**src/rtl/axis_governor_pkg.sv**
```systemverilog
// rtl/axis_governor_pkg.sv - shared command-word layout, FSM states and packer for the axis_governor family
package axis_governor_pkg;

    localparam int DEST_MSB = 63;
    localparam int DEST_LSB = 56;
    localparam int CNT_MSB  = 31;
    localparam int CNT_LSB  = 16;

    localparam int PAUSE  = 3;
    localparam int DROP   = 2;
    localparam int LOG    = 1;
    localparam int INJECT = 0;

    typedef enum logic [1:0] {
        ST_IDLE,
        ST_CMD,
        ST_PAYLOAD
    } gov_state_e;

    // flags is indexed by PAUSE/DROP/LOG/INJECT; cnt only travels with inject commands
    function automatic logic [63:0] pack_cmd(
        input logic [7:0]  dest,
        input logic [15:0] cnt,
        input logic [3:0]  flags
    );
        logic [63:0] w;
        w = '0;
        w[DEST_MSB:DEST_LSB] = dest;
        w[CNT_MSB:CNT_LSB]   = flags[INJECT] ? cnt : 16'd0;
        w[PAUSE]             = flags[PAUSE];
        w[DROP]              = flags[DROP];
        w[LOG]               = flags[LOG];
        w[INJECT]            = flags[INJECT];
        return w;
    endfunction

endpackage

```
**src/rtl/axis_governor_cmd_gen.sv**
```systemverilog
// rtl/axis_governor_cmd_gen.sv - command channel initiator: packs requests into cmd words and forwards inject payload
module axis_governor_cmd_gen
    import axis_governor_pkg::*;
#(
    parameter int DATA_WIDTH = 64,
    parameter int TIMEOUT    = 1024
) (
    input  logic                  clk,
    input  logic                  rst,
    input  logic                  req_valid,
    output logic                  req_ready,
    input  logic [7:0]            req_dest,
    input  logic [15:0]           req_cnt,
    input  logic                  req_pause,
    input  logic                  req_drop,
    input  logic                  req_log,
    input  logic                  req_inject,
    input  logic [DATA_WIDTH-1:0] inj_TDATA,
    input  logic                  inj_TVALID,
    output logic                  inj_TREADY,
    input  logic                  inj_TLAST,
    output logic [DATA_WIDTH-1:0] cmd_TDATA,
    output logic                  cmd_TVALID,
    input  logic                  cmd_TREADY,
    output logic                  busy,
    output logic                  err_len,
    output logic                  err_timeout,
    input  logic                  err_clr,
    output logic [15:0]           stat_cmds,
    output logic [31:0]           stat_flits
);

    localparam int WAIT_W = (TIMEOUT > 1) ? $clog2(TIMEOUT) : 1;
    localparam logic [WAIT_W-1:0] WAIT_LAST = WAIT_W'((TIMEOUT > 0) ? TIMEOUT - 1 : 0);

    gov_state_e            state;
    logic [DATA_WIDTH-1:0] cmd_word;
    logic                  cmd_valid_q;
    logic                  req_ready_q;
    logic [15:0]           remaining;
    logic                  inject_q;
    logic [WAIT_W-1:0]     wait_cnt;

    assign busy      = (state != ST_IDLE);
    assign req_ready = req_ready_q;

    // Payload phase is a pure passthrough so the governor sees injection flits with no added latency
    always_comb begin
        cmd_TVALID = cmd_valid_q;
        cmd_TDATA  = cmd_word;
        inj_TREADY = 1'b0;
        if (state == ST_PAYLOAD) begin
            cmd_TVALID = inj_TVALID;
            cmd_TDATA  = inj_TDATA;
            inj_TREADY = cmd_TREADY;
        end
    end

    always_ff @(posedge clk or posedge rst) begin
        if (rst) begin
            state       <= ST_IDLE;
            cmd_word    <= '0;
            cmd_valid_q <= 1'b0;
            req_ready_q <= 1'b0;
            remaining   <= '0;
            inject_q    <= 1'b0;
            wait_cnt    <= '0;
            err_len     <= 1'b0;
            err_timeout <= 1'b0;
            stat_cmds   <= '0;
            stat_flits  <= '0;
        end else begin
            // Clear first so a same-cycle error event below overrides it
            if (err_clr) begin
                err_len     <= 1'b0;
                err_timeout <= 1'b0;
            end
            case (state)
                ST_IDLE: begin
                    req_ready_q <= 1'b1;
                    if (req_valid && req_ready_q) begin
                        cmd_word    <= DATA_WIDTH'(pack_cmd(req_dest, req_cnt,
                                           {req_pause, req_drop, req_log, req_inject}));
                        remaining   <= req_cnt;
                        inject_q    <= req_inject;
                        wait_cnt    <= '0;
                        cmd_valid_q <= 1'b1;
                        req_ready_q <= 1'b0;
                        state       <= ST_CMD;
                    end
                end
                ST_CMD: begin
                    if (cmd_TREADY) begin
                        cmd_valid_q <= 1'b0;
                        stat_cmds   <= stat_cmds + 16'd1;
                        if (inject_q && remaining != 16'd0) begin
                            state <= ST_PAYLOAD;
                        end else begin
                            state       <= ST_IDLE;
                            req_ready_q <= 1'b1;
                        end
                    end else if (TIMEOUT != 0 && wait_cnt == WAIT_LAST) begin
                        // Retracting TVALID is safe here: no governor matched dest
                        cmd_valid_q <= 1'b0;
                        err_timeout <= 1'b1;
                        state       <= ST_IDLE;
                        req_ready_q <= 1'b1;
                    end else if (TIMEOUT != 0) begin
                        wait_cnt <= wait_cnt + WAIT_W'(1);
                    end
                end
                ST_PAYLOAD: begin
                    if (inj_TVALID && cmd_TREADY) begin
                        remaining  <= remaining - 16'd1;
                        stat_flits <= stat_flits + 32'd1;
                        if ((remaining == 16'd1) != inj_TLAST) begin
                            err_len <= 1'b1;
                        end
                        if (remaining == 16'd1) begin
                            state       <= ST_IDLE;
                            req_ready_q <= 1'b1;
                        end
                    end
                end
                default: state <= ST_IDLE;
            endcase
        end
    end

endmodule

```
**config.mk**
```make
export PLATFORM = sky130hd
export DESIGN_NAME = axis_governor_cmd_gen
export DESIGN_NICKNAME = d
export VERILOG_FILES = /design/src/rtl/axis_governor_pkg.sv /design/src/rtl/axis_governor_cmd_gen.sv
export SDC_FILE = /design/constraint.sdc
export NUM_CORES = 1
export LEC_CHECK = 0
export ABC_CLOCK_PERIOD_IN_PS = 7100
export BUFFER_PORTS_ARGS = -buffer_cell sky130_fd_sc_hd__buf_2
export CAP_MARGIN = 20
export CELL_PAD_IN_SITES_DETAIL_PLACEMENT = 1
export CELL_PAD_IN_SITES_GLOBAL_PLACEMENT = 2
export CORE_AREA = 10 10 148 150
export CTS_CLUSTER_SIZE = 24
export DETAILED_ROUTE_END_ITERATION = 10
export DIE_AREA = 0 0 158 160
export GPL_ROUTABILITY_DRIVEN = 0
export HOLD_SLACK_MARGIN = 0.03
export PLACE_DENSITY_LB_ADDON = 0.2
export SKIP_CTS_REPAIR_TIMING = 1
export SLEW_MARGIN = 20
export SYNTH_ARGS = -nofsm -noshare
export SYNTH_HDL_FRONTEND = slang
export SYNTH_SLANG_ARGS = --single-unit
```
**constraint.sdc**
```tcl
create_clock -name clk -period 7.1 [get_ports clk]
set_clock_uncertainty 0.2 [all_clocks]
set_input_delay 0.71 -clock clk [delete_from_list [all_inputs] [get_ports clk]]
set_output_delay 0.71 -clock clk [all_outputs]
set_load 0.05 [all_outputs]
```
Word-level counts from Yosys, hierarchy flattened

Index checks and enable logic that the tools add are counted.

Add/sub/neg operators: 4
Equal/unequal tests: 12
Mux-type cells: 37
Reduce and logical (&&, ||, !) cells: 17

Operators by type and width:

| cell                                                                 | count |
|---|---|
| 64-bit 2-to-1 mux                                                    | 1 |
| 16-bit 2-to-1 mux                                                    | 3 |
| 32-bit by 1-bit adder with 32-bit output, second input constant      | 1 |
| 16-bit case mux with 2 select lines                                  | 1 |
| 10-bit 2-to-1 mux                                                    | 3 |
| 10-bit case mux with 2 select lines                                  | 1 |
| 1-bit 2-to-1 mux                                                     | 19 |
| 16-bit by 1-bit adder with 16-bit output, second input constant      | 1 |
| 16-bit by 1-bit == test with 1-bit output, second input constant     | 1 |
| 16-bit nonzero test                                                  | 1 |
| 16-bit by 1-bit subtractor with 16-bit output, second input constant | 1 |
| 2-bit 2-to-1 mux                                                     | 6 |
| 10-bit by 1-bit adder with 10-bit output, second input constant      | 1 |
| 10-bit == test, second input constant                                | 1 |
| 4-bit AND reduction                                                  | 2 |
| 2-bit != test, second input constant                                 | 3 |
| 3-bit != test, second input constant                                 | 2 |
| 2-bit case mux with 3 select lines                                   | 1 |
| 2-bit AND reduction                                                  | 3 |
| 3-bit AND reduction                                                  | 2 |
| 2-bit nonzero test                                                   | 3 |
| 5-bit AND reduction                                                  | 1 |
| 2-bit by 1-bit != test with 1-bit output, second input constant      | 2 |
| 1-bit logical AND                                                    | 3 |
| 7 further kinds                                                      | 7 |

Register bits: 109
Output and inout port bits: 118
Logic and storage cells: 81

Logic depth before layout (Yosys ltp)

Gate-level depths: netlist (run 1).

Depth after elaboration: 5
Depth in mapped cells: 9

Worst setup path after synthesis (run 1)

OpenSTA, ideal clock, no wires.

Path kind: reg-to-output
From: register state[0]
To: output cmd_TDATA[10]
Arrival time: 1.755 ns
Required time: 6.190 ns
Setup slack: 4.435 ns
Stages on the path, launching flop included: 7
Path buffers: 3
Path through: dfrtp_1 inv_1 ha_1 clkbuf_8 clkbuf_1 clkbuf_1 and2_1

Cells in the longest elaborated chain, start to end: 2

Ends and longest elaborated chain:

| item                     | RTL line                    | source |
|---|---|---|
| start: declaration       | axis_governor_cmd_gen.sv:36 | `gov_state_e state;` |
| start signal: assignment | axis_governor_cmd_gen.sv:61 | `state <= ST_IDLE;` |
| start signal: assignment | axis_governor_cmd_gen.sv:89 | `state <= ST_CMD;` |
| start signal: assignment | axis_governor_cmd_gen.sv:97 | `state <= ST_PAYLOAD;` |
| 2-bit == test            | axis_governor_cmd_gen.sv:52 | `if (state == ST_PAYLOAD) begin` |
| 64-bit 2-to-1 mux        | axis_governor_cmd_gen.sv:52 |  |
| end: declaration         | axis_governor_cmd_gen.sv:22 | `output logic [DATA_WIDTH-1:0] cmd_TDATA,` |

Every way passes these cells.

Final worst setup path (run 1)

From: register state[0]
To: register stat_flits[31]

Cells in the longest elaborated chain, start to end: 2

Ends and longest elaborated chain:

| item                          | RTL line                     | source |
|---|---|---|
| 2-bit == test                 | axis_governor_cmd_gen.sv:78  | `case (state)` |
| 2-bit AND reduction (no line) | --                           |  |
| end signal: assignment        | axis_governor_cmd_gen.sv:115 | `stat_flits <= stat_flits + 32'd1;` |
| end: declaration              | axis_governor_cmd_gen.sv:30  | `output logic [31:0] stat_flits` |

Every way passes these cells.
A chain may end at the register's enable or synchronous reset.

==> results.rst, run 1 <==
.. list-table::
   :header-rows: 1

   * - Metric
     - Value
   * - Run status
     - completed
   * - Worst slew margin relative to its limit
     - 31.12%
   * - H-Tree Depth
     - 3
   * - Number of global-route vias before repair
     - around 5,600
   * - Commonest non-fill, non-tap cell in the layout
     - buf_2
   * - Detailed-route vias per instance
     - 4.867
   * - Setup ws final
     - between 3 and 4 ns
   * - Filler-free cell count of the finished design
     - just over 1,000
   * - Worst Tran Pin Value
     - 1.033 ns
   * - Required time of the critical path
     - 7.14 ns
   * - Number of antenna-violating nets in the routed design
     - 0
   * - Fraction of layout instances using a drive strength above 1
     - 37.14%
   * - Static Leakage
     - 0.003640 uW
   * - Total global routing track utilization
     - 14.63%
   * - Hold violation total from the final report
     - 0
   * - Sequence of cells on the critical path
     - inv_1 -> ha_4 -> buf_4 -> nand3_1 -> or2_2 -> nor4_2 -> nand4_1 -> xnor2_1
   * - Hold WS
     - 0.2257 ns
   * - Power density over the cells
     - between 400 and 500 nW/um^2
   * - Per-instance average area after synthesis
     - about 9.9 sq um
   * - DR vias
     - between 5,000 and 6,000
   * - Mean routed wirelength per cell
     - 18.01 um
   * - Number of enable-type register cells in the synthesized netlist
     - 0
   * - Final setup vio count
     - 0
   * - Final setup TNS
     - 0 ns
   * - Sequential-to-total area share from yosys stat
     - 47.11%
   * - Insertion delay of the later-clocked pin in the worst-skew pair
     - between 0.3 and 0.4 ns
   * - CTS Buf Count
     - 9
   * - Main flop type after synthesis
     - dfrtp_1
   * - Biggest fanout along the worst timing path
     - ~110
   * - Initial standard-cell utilization of the core
     - 30.07%
   * - Time the worst path needs with I/O delays and setup
     - 3.585 ns
   * - Synthesis-to-layout area growth
     - 28.55%
   * - Setup WS pre-CTS
     - 3.448 ns
   * - Hold crit path type
     - primary input to async pin
   * - Share of the cycle needed by the critical path after routing
     - 50.50%
   * - Cell depth of the worst setup path
     - 8
   * - I/O pin count
     - 217
   * - Delay of the slowest cell on the worst path
     - 0.77 ns
   * - Horiz. Die Dim
     - ~160 um
   * - Upper clock frequency limit
     - 0.2789 GHz
   * - Max Root-Sink Buffers
     - 2
   * - Die height
     - 160 um
   * - Synthesis-stage register bit count
     - 108
   * - Drc violations
     - 0
   * - Detail Placement HPWL
     - 14.47 mm
   * - Worst r2r path cells
     - 8
   * - Drt pass-1 iters
     - 4
   * - Unrepaired setup endpoints after global routing
     - no
   * - Endpoint arrival time on the critical path
     - 3.63 ns
   * - Crit path buffers/inverters
     - 2
   * - Count of input and output buffers
     - between 200 and 250
   * - Cell with the largest stage delay on the worst path
     - buf_4
   * - Netlist area before placement
     - between 5000 and 6000 sq um
   * - Largest voltage drop on the vdd net
     - ~250 uV
   * - Worst setup EP type
     - register
   * - Syn. warnings
     - 0
   * - Net count after synthesis
     - about 700
   * - Global-route wire length before repair
     - 29.99 mm
   * - Cell family contributing the most delay on the critical path
     - simple AND/OR/NAND/NOR gates
   * - Net count of the finished layout
     - around 890
   * - Sum of overflow across all layers after global routing
     - 0
   * - Setup crit start kind
     - register
   * - Clock input transition at the sequential cells of the worst setup and hold paths
     - approximately 0.070 ns
   * - Highest-count cells in the layout ignoring fill and taps
     - 216 x buf_2, 108 x dfrtp_1, 72 x nand2_1
   * - Placeable core area
     - between 15,000 and 20,000 sq um
   * - Clock Tree Root
     - clkbuf_16
   * - Cell count after synthesis
     - 581
   * - Total of fill cells in the finished design
     - about 2,300
   * - Total count of max-transition violations in the final report
     - 0
   * - Overall routed net length
     - 18.53 mm
   * - Iter 0 DRT Violations
     - 169
   * - Critical setup path kind
     - register to register
   * - Total die area
     - 25,280 sq um
   * - Fraction of registers with async set or reset after synthesis
     - 100.0%
   * - Clock net sink count
     - 108
   * - Maximum number of pins on one net before global-route repair
     - 113
   * - Maximum Capacitance Violations
     - 0
   * - Total instance count after detailed placement
     - ~1,000
   * - TritonCTS clock tree
     - done
   * - Initial antenna violation count
     - 2
   * - Core Rows
     - between 50 and 60
   * - Number of distinct library cells after synthesis
     - 47
==> metrics by stage <==
step                      power, uW  utilization, %  cell area [sq um]
final                          3139           38.65               7375
after global routing           3360           38.65               7375
after CTS                      3198           38.63               7370
after detailed placement       2595           36.79               7019
after global placement         2540           36.79               7019
after floorplan                2196               -               5737
==> state kept, by name, summed over array words and instances, names as in the netlist <==
signal	cells
cmd_valid_q	1
cmd_word	28
err_len	1
err_timeout	1
remaining	16
req_ready	1
stat_cmds	16
stat_flits	32
state	2
wait_cnt	10
==> cell families after synthesis <==
logic type / synth area share, %
and+or+nand+nor: 21.88
DFF: 47.11
AOI/OAI and AO/OA: 8.310
xor gates and xnor gates: 8.397
muxes: 8.789
buffers and inverters: 3.337
adders and majority gates: 2.181
==> routing by layer <==
metal  part of all wire (%)  routed length [um]  global-route usage [%]  vias to the layer above
met5                      0                   0                       0                        -
met3                    8.7                1620                   6.017                       11
met4                    1.1                 204                   3.833                        0
met2                     47                8772                   23.79                      149
li1                       -                   -                       -                     2414
met1                     43                7932                   17.42                     2434
==> cell usage after synthesis, types with 7 or more instances <==
cell | count | area [sq um]
a21oi_1 | 18 | 90.09
and2_1 | 42 | 262.8
and3_1 | 7 | 43.79
and4_1 | 7 | 61.31
clkbuf_1 | 22 | 82.58
dfrtp_1 | 108 | 2703
ha_1 | 10 | 125.1
inv_1 | 16 | 60.06
mux2_2 | 43 | 484.2
nand2_1 | 72 | 270.3
nand3_1 | 26 | 130.1
nand4_1 | 21 | 131.4
nor2_1 | 36 | 135.1
nor3_1 | 7 | 35.03
o21ai_0 | 35 | 175.2
xnor2_1 | 33 | 289.0
xor2_1 | 22 | 192.7
==> worst paths after layout <==
kind                                    start             end  slack (ns)
worst min-delay path                      rst   stat_cmds[13]        0.23
worst max register to register       state[0]  stat_flits[31]        3.51
min in group clk                stat_cmds[15]   stat_cmds[15]        0.26
max in group asynchronous                 rst  stat_flits[14]        5.17
worst min register to register  stat_cmds[15]   stat_cmds[15]        0.26
worst max-delay path                 state[0]  stat_flits[31]        3.51
==> worst reg2reg max path: cells and delay by family (launching register included) <==
family	cells	cell delay (ns)
buffers and inverters	2	0.91
flip-flops	1	0.40
XOR/XNOR	1	0.16
adder cells (fa/ha/maj)	1	0.14
AND/OR/NAND/NOR	4	1.66
==> final cells by class <==
| class | instances | area [sq um] | share of cell area, % |
|---|---|---|---|
| clock inverters | 6 | 111.4 | 1.510 |
| multi-input cells | 431 | 2860 | 38.79 |
| repair buffers | 218 | 1096 | 14.86 |
| inverters | 16 | 62.56 | 0.8483 |
| well taps | 238 | 297.8 | 4.038 |
| clock buffers | 10 | 239.0 | 3.241 |
| flip-flops and latches | 108 | 2703 | 36.65 |
| diodes | 2 | 5.005 | 0.06787 |
==> power breakdown <==
part	switching, uW	internal [uW]	total [uW]
clock	234	355	589
sequential	157	783	941
combinational	1130	482	1610
total	1520	1620	3140
Note: power is estimated with default switching activity, not from simulation.
==> run 2, diff against run 1 <==
Settings changed: ABC_AREA set to 1, ABC_CLOCK_PERIOD_IN_PS 7100 to 3100, CORE_AREA 10 10 148 150 to 10 10 172 174, DIE_AREA 0 0 158 160 to 0 0 182 184.
Clock period 7.1 ns to 3.1 ns, I/O delays scaled along.
==> run 2 against run 1 <==
Net effect:
- utilization is 6.3 points lower
- global-route usage is 1.5 points lower
- highest routed layer is now met5
- combinational power is 120% higher
- critical path depth is 2 lower
- die area is 32% higher
- critical endpoint is now inj_TREADY
- synthesized cell count is 50% higher
- total power is 120% higher
==> results.rst, run 2 <==
.. list-table::
   :header-rows: 1

   * - Metric
     - Value
   * - Start of the worst register-to-register path
     - state[0]
   * - Syn. warnings
     - 0 (unchanged)
   * - Core Rows
     - 59 (+16%)
   * - Time the worst path needs with I/O delays and setup
     - 2.766 ns
   * - Number of global-route vias before repair
     - 6,713 (+20%)
   * - Total count of max-transition violations in the final report
     - 0 (unchanged)
   * - Launching element of the worst setup path
     - state[0]
   * - Final design area excluding fillers
     - 8381 sq um (+14%)
   * - Endpoint arrival time on the critical path
     - 2.26 ns (-1.37 ns)
   * - TritonCTS clock tree
     - done
   * - Run status
     - completed
   * - Iter 0 DRT Violations
     - 284 (+68%)
   * - Regs by FF count
     - stat_flits: 32 flops, cmd_word: 28 flops
   * - Net count of the finished layout
     - 1,208 (+35%)
   * - Clock net sink count
     - 108 (unchanged)
   * - Placement-stage cell area
     - 7904 sq um (+13%)
   * - Maximum Capacitance Violations
     - 0 (unchanged)
   * - Cell count after synthesis
     - 871 (+50%)
   * - Detail Placement HPWL
     - 17.57 mm (+21%)
   * - Share of the cycle needed by the critical path after routing
     - 89.23%
   * - Cell taking the most area after synthesis
     - dfrtp_1
   * - Largest voltage drop on the vdd net
     - 355.2 uV (+43%)
   * - Worst slew margin relative to its limit
     - 60.67% (+30 points)
   * - Total global routing track utilization
     - 13.16% (-1.5 points)
   * - Worst setup EP type
     - primary output
   * - Final setup TNS
     - 0 ns (unchanged)
   * - Mean routed wirelength per cell
     - 15.52 um (-14%)
   * - Worst Tran Pin Value
     - 0.5885 ns (-0.4447 ns)
   * - Horiz. Die Dim
     - 182 um (+15%)
   * - Hold WS
     - 0.01306 ns (-0.2126 ns)
   * - Fraction of registers with async set or reset after synthesis
     - 100.0% (unchanged)
   * - Required time of the critical path
     - 2.59 ns (-4.55 ns)
   * - Insertion delay of the later-clocked pin in the worst-skew pair
     - 0.37 ns (+0.02 ns)
   * - Per-instance average area after synthesis
     - 7.376 sq um (-25%)
   * - Critical setup path kind
     - register to primary output
   * - Power density over the cells
     - 817.0 nW/um^2 (+92%)
   * - CTS Buf Count
     - 9 (unchanged)
   * - Initial antenna violation count
     - 2 (unchanged)
   * - Worst hold start
     - req_cnt[8]
   * - Total of fill cells in the finished design
     - 3,273 (+45%)
   * - Area share of the largest cell type after synthesis
     - 42.06% (-5.0 points)
   * - Die height
     - 184 um (+15%)
   * - Synthesis-to-layout area growth
     - 30.44%
   * - Hold violation total from the final report
     - 0 (unchanged)
   * - Max Root-Sink Buffers
     - 2 (unchanged)
   * - Synthesis-stage register bit count
     - 108 (unchanged)
   * - Unrepaired setup endpoints after global routing
     - no
   * - Number of distinct library cells after synthesis
     - 44 (-6.4%)
   * - Drc violations
     - 0 (unchanged)
   * - Maximum number of pins on one net before global-route repair
     - 88 (-22%)
   * - Overall routed net length
     - 22.35 mm (+21%)
   * - H-Tree Depth
     - 3 (unchanged)
   * - Flip-flop count of the largest register, all copies and words added
     - 32 (unchanged)
   * - Net count after synthesis
     - 980 (+42%)
   * - Global-route wire length before repair
     - 36.04 mm (+20%)
   * - Fraction of layout instances using a drive strength above 1
     - 25.82% (-11 points)
   * - Number of antenna-violating nets in the routed design
     - 0 (unchanged)
   * - Most common cell in the netlist
     - nand2_1
   * - Drt pass-1 iters
     - 4 (unchanged)
   * - Sum of overflow across all layers after global routing
     - 0 (unchanged)
   * - Number of enable-type register cells in the synthesized netlist
     - 0 (unchanged)
   * - Largest cells by area after synthesis
     - dfrtp_1 42%, nand2_1 16%, inv_1 7.4%
   * - Main flop type after synthesis
     - dfrtp_1
   * - Initial standard-cell utilization of the core
     - 24.80% (-5.3 points)
   * - Commonest non-fill, non-tap cell in the layout
     - nand2_1
   * - Biggest fanout along the worst timing path
     - 55 (-51%)
   * - Count of input and output buffers
     - 216 (unchanged)
   * - Static Leakage
     - 0.004636 uW (+27%)
   * - Final setup vio count
     - 0 (unchanged)
   * - DR vias
     - 6,205 (+24%)
   * - Detailed-route vias per instance
     - 4.309 (-11%)
   * - Upper clock frequency limit
     - around 0.36 GHz
   * - Hold crit path type
     - primary input to register
   * - Register with the most flip-flops
     - stat_flits
   * - I/O pin count
     - 217 (unchanged)
   * - Netlist area before placement
     - 6425 sq um (+12%)
   * - Total instance count after detailed placement
     - 1,406 (+39%)
   * - Most common library cells after synthesis
     - 279 x nand2_1, 126 x inv_1, 108 x dfrtp_1
   * - Total die area
     - 33,490 sq um (+32%)
   * - Highest-count cells in the layout ignoring fill and taps
     - 279 x nand2_1, 216 x buf_2, 125 x inv_1
   * - Setup crit start kind
     - register
   * - Clock input transition at the sequential cells of the worst setup and hold paths
     - 0.08 ns (about the same)
   * - Clock Tree Root
     - clkbuf_16
   * - Placeable core area
     - 25,910 sq um (+36%)
   * - Filler-free cell count of the finished design
     - 1,440 (+40%)
   * - Sequential-to-total area share from yosys stat
     - 42.06% (-5.0 points)
[run 2: cell count changes after synthesis, moves of 9 or more]
cell and change:
and2_1 -42, buf_2 +10, clkbuf_1 -11, inv_1 +110, mux2_2 -43, nand2_1 +207, nand3_1 +23, nand4_1 -9
nor2_1 +27, nor2_4 +11, o21ai_0 +29, xnor2_1 -13
[run 2: area by class of cell]
type                    count  area [sq um]  share of cell area (%)
flip-flops and latches    108          2703                   32.25
repair buffers            242          1331                   15.89
inverters                 131         498.0                   5.942
clock inverters             5         51.30                  0.6121
multi-input cells         607          3123                   37.26
well taps                 335         419.2                   5.001
diodes                      1         2.502                 0.02986
clock buffers              11         252.7                   3.016
[run 2: final timing paths]
kind	endpoint	slack, ns	depth (start not counted)
setup / recovery	inj_TREADY	0.33	6
hold / removal	cmd_word[24]	0.01	3
setup reg to reg	remaining[7]	0.87	8
hold reg to reg	cmd_word[58]	0.28	2
max in group asynchronous	stat_cmds[6]	1.48	4
min in group asynchronous	stat_flits[18]	0.33	3
[run 2: logic make-up after synthesis]
| logic type | Yosys count | synth area share [%] |
|---|---|---|
| and+or+nand+nor | 455 | 32.19 |
| buffers and inverters | 156 | 9.640 |
| DFF | 108 | 42.06 |
| AOI/OAI and AO/OA | 100 | 8.316 |
| xor gates and xnor gates | 42 | 5.842 |
| adders and majority gates | 10 | 1.947 |
[run 2: metrics by stage]
stage	util (%)	power (uW)	setup slack, ns
floorplan	-	4686	0.3431
global placement	30.50	5680	0.7228
detailed placement	30.50	5700	0.6753
CTS	31.68	6960	0.2789
global route	32.33	7421	0.1578
finish	32.34	6847	0.3337
[run 2: critical path: stages (launching register included)]
cell	delay (ns)
dfrtp_1	0.42
inv_1	0.13
ha_4	0.31
buf_4	0.51
nand2_1	0.16
inv_1	0.09
buf_2	0.27
[run 2: power by group]
group	internal (uW)	switching [uW]
logic	880	2710
clock network	614	610
registers	1760	271
total	3250	3590
[run 2: layer usage]
| metal | up-vias | routed length [um] | part of all wire (%) | global-route usage [%] |
|---|---|---|---|---|
| met1 | 2875 | 10610 | 47 | 16.70 |
| met4 | 2 | 231 | 1.0 | 3.514 |
| li1 | 3161 | - | - | - |
| met2 | 152 | 10010 | 45 | 21.42 |
| met3 | 15 | 1482 | 6.6 | 3.760 |
| met5 | - | 13 | 0.058 | 0 |
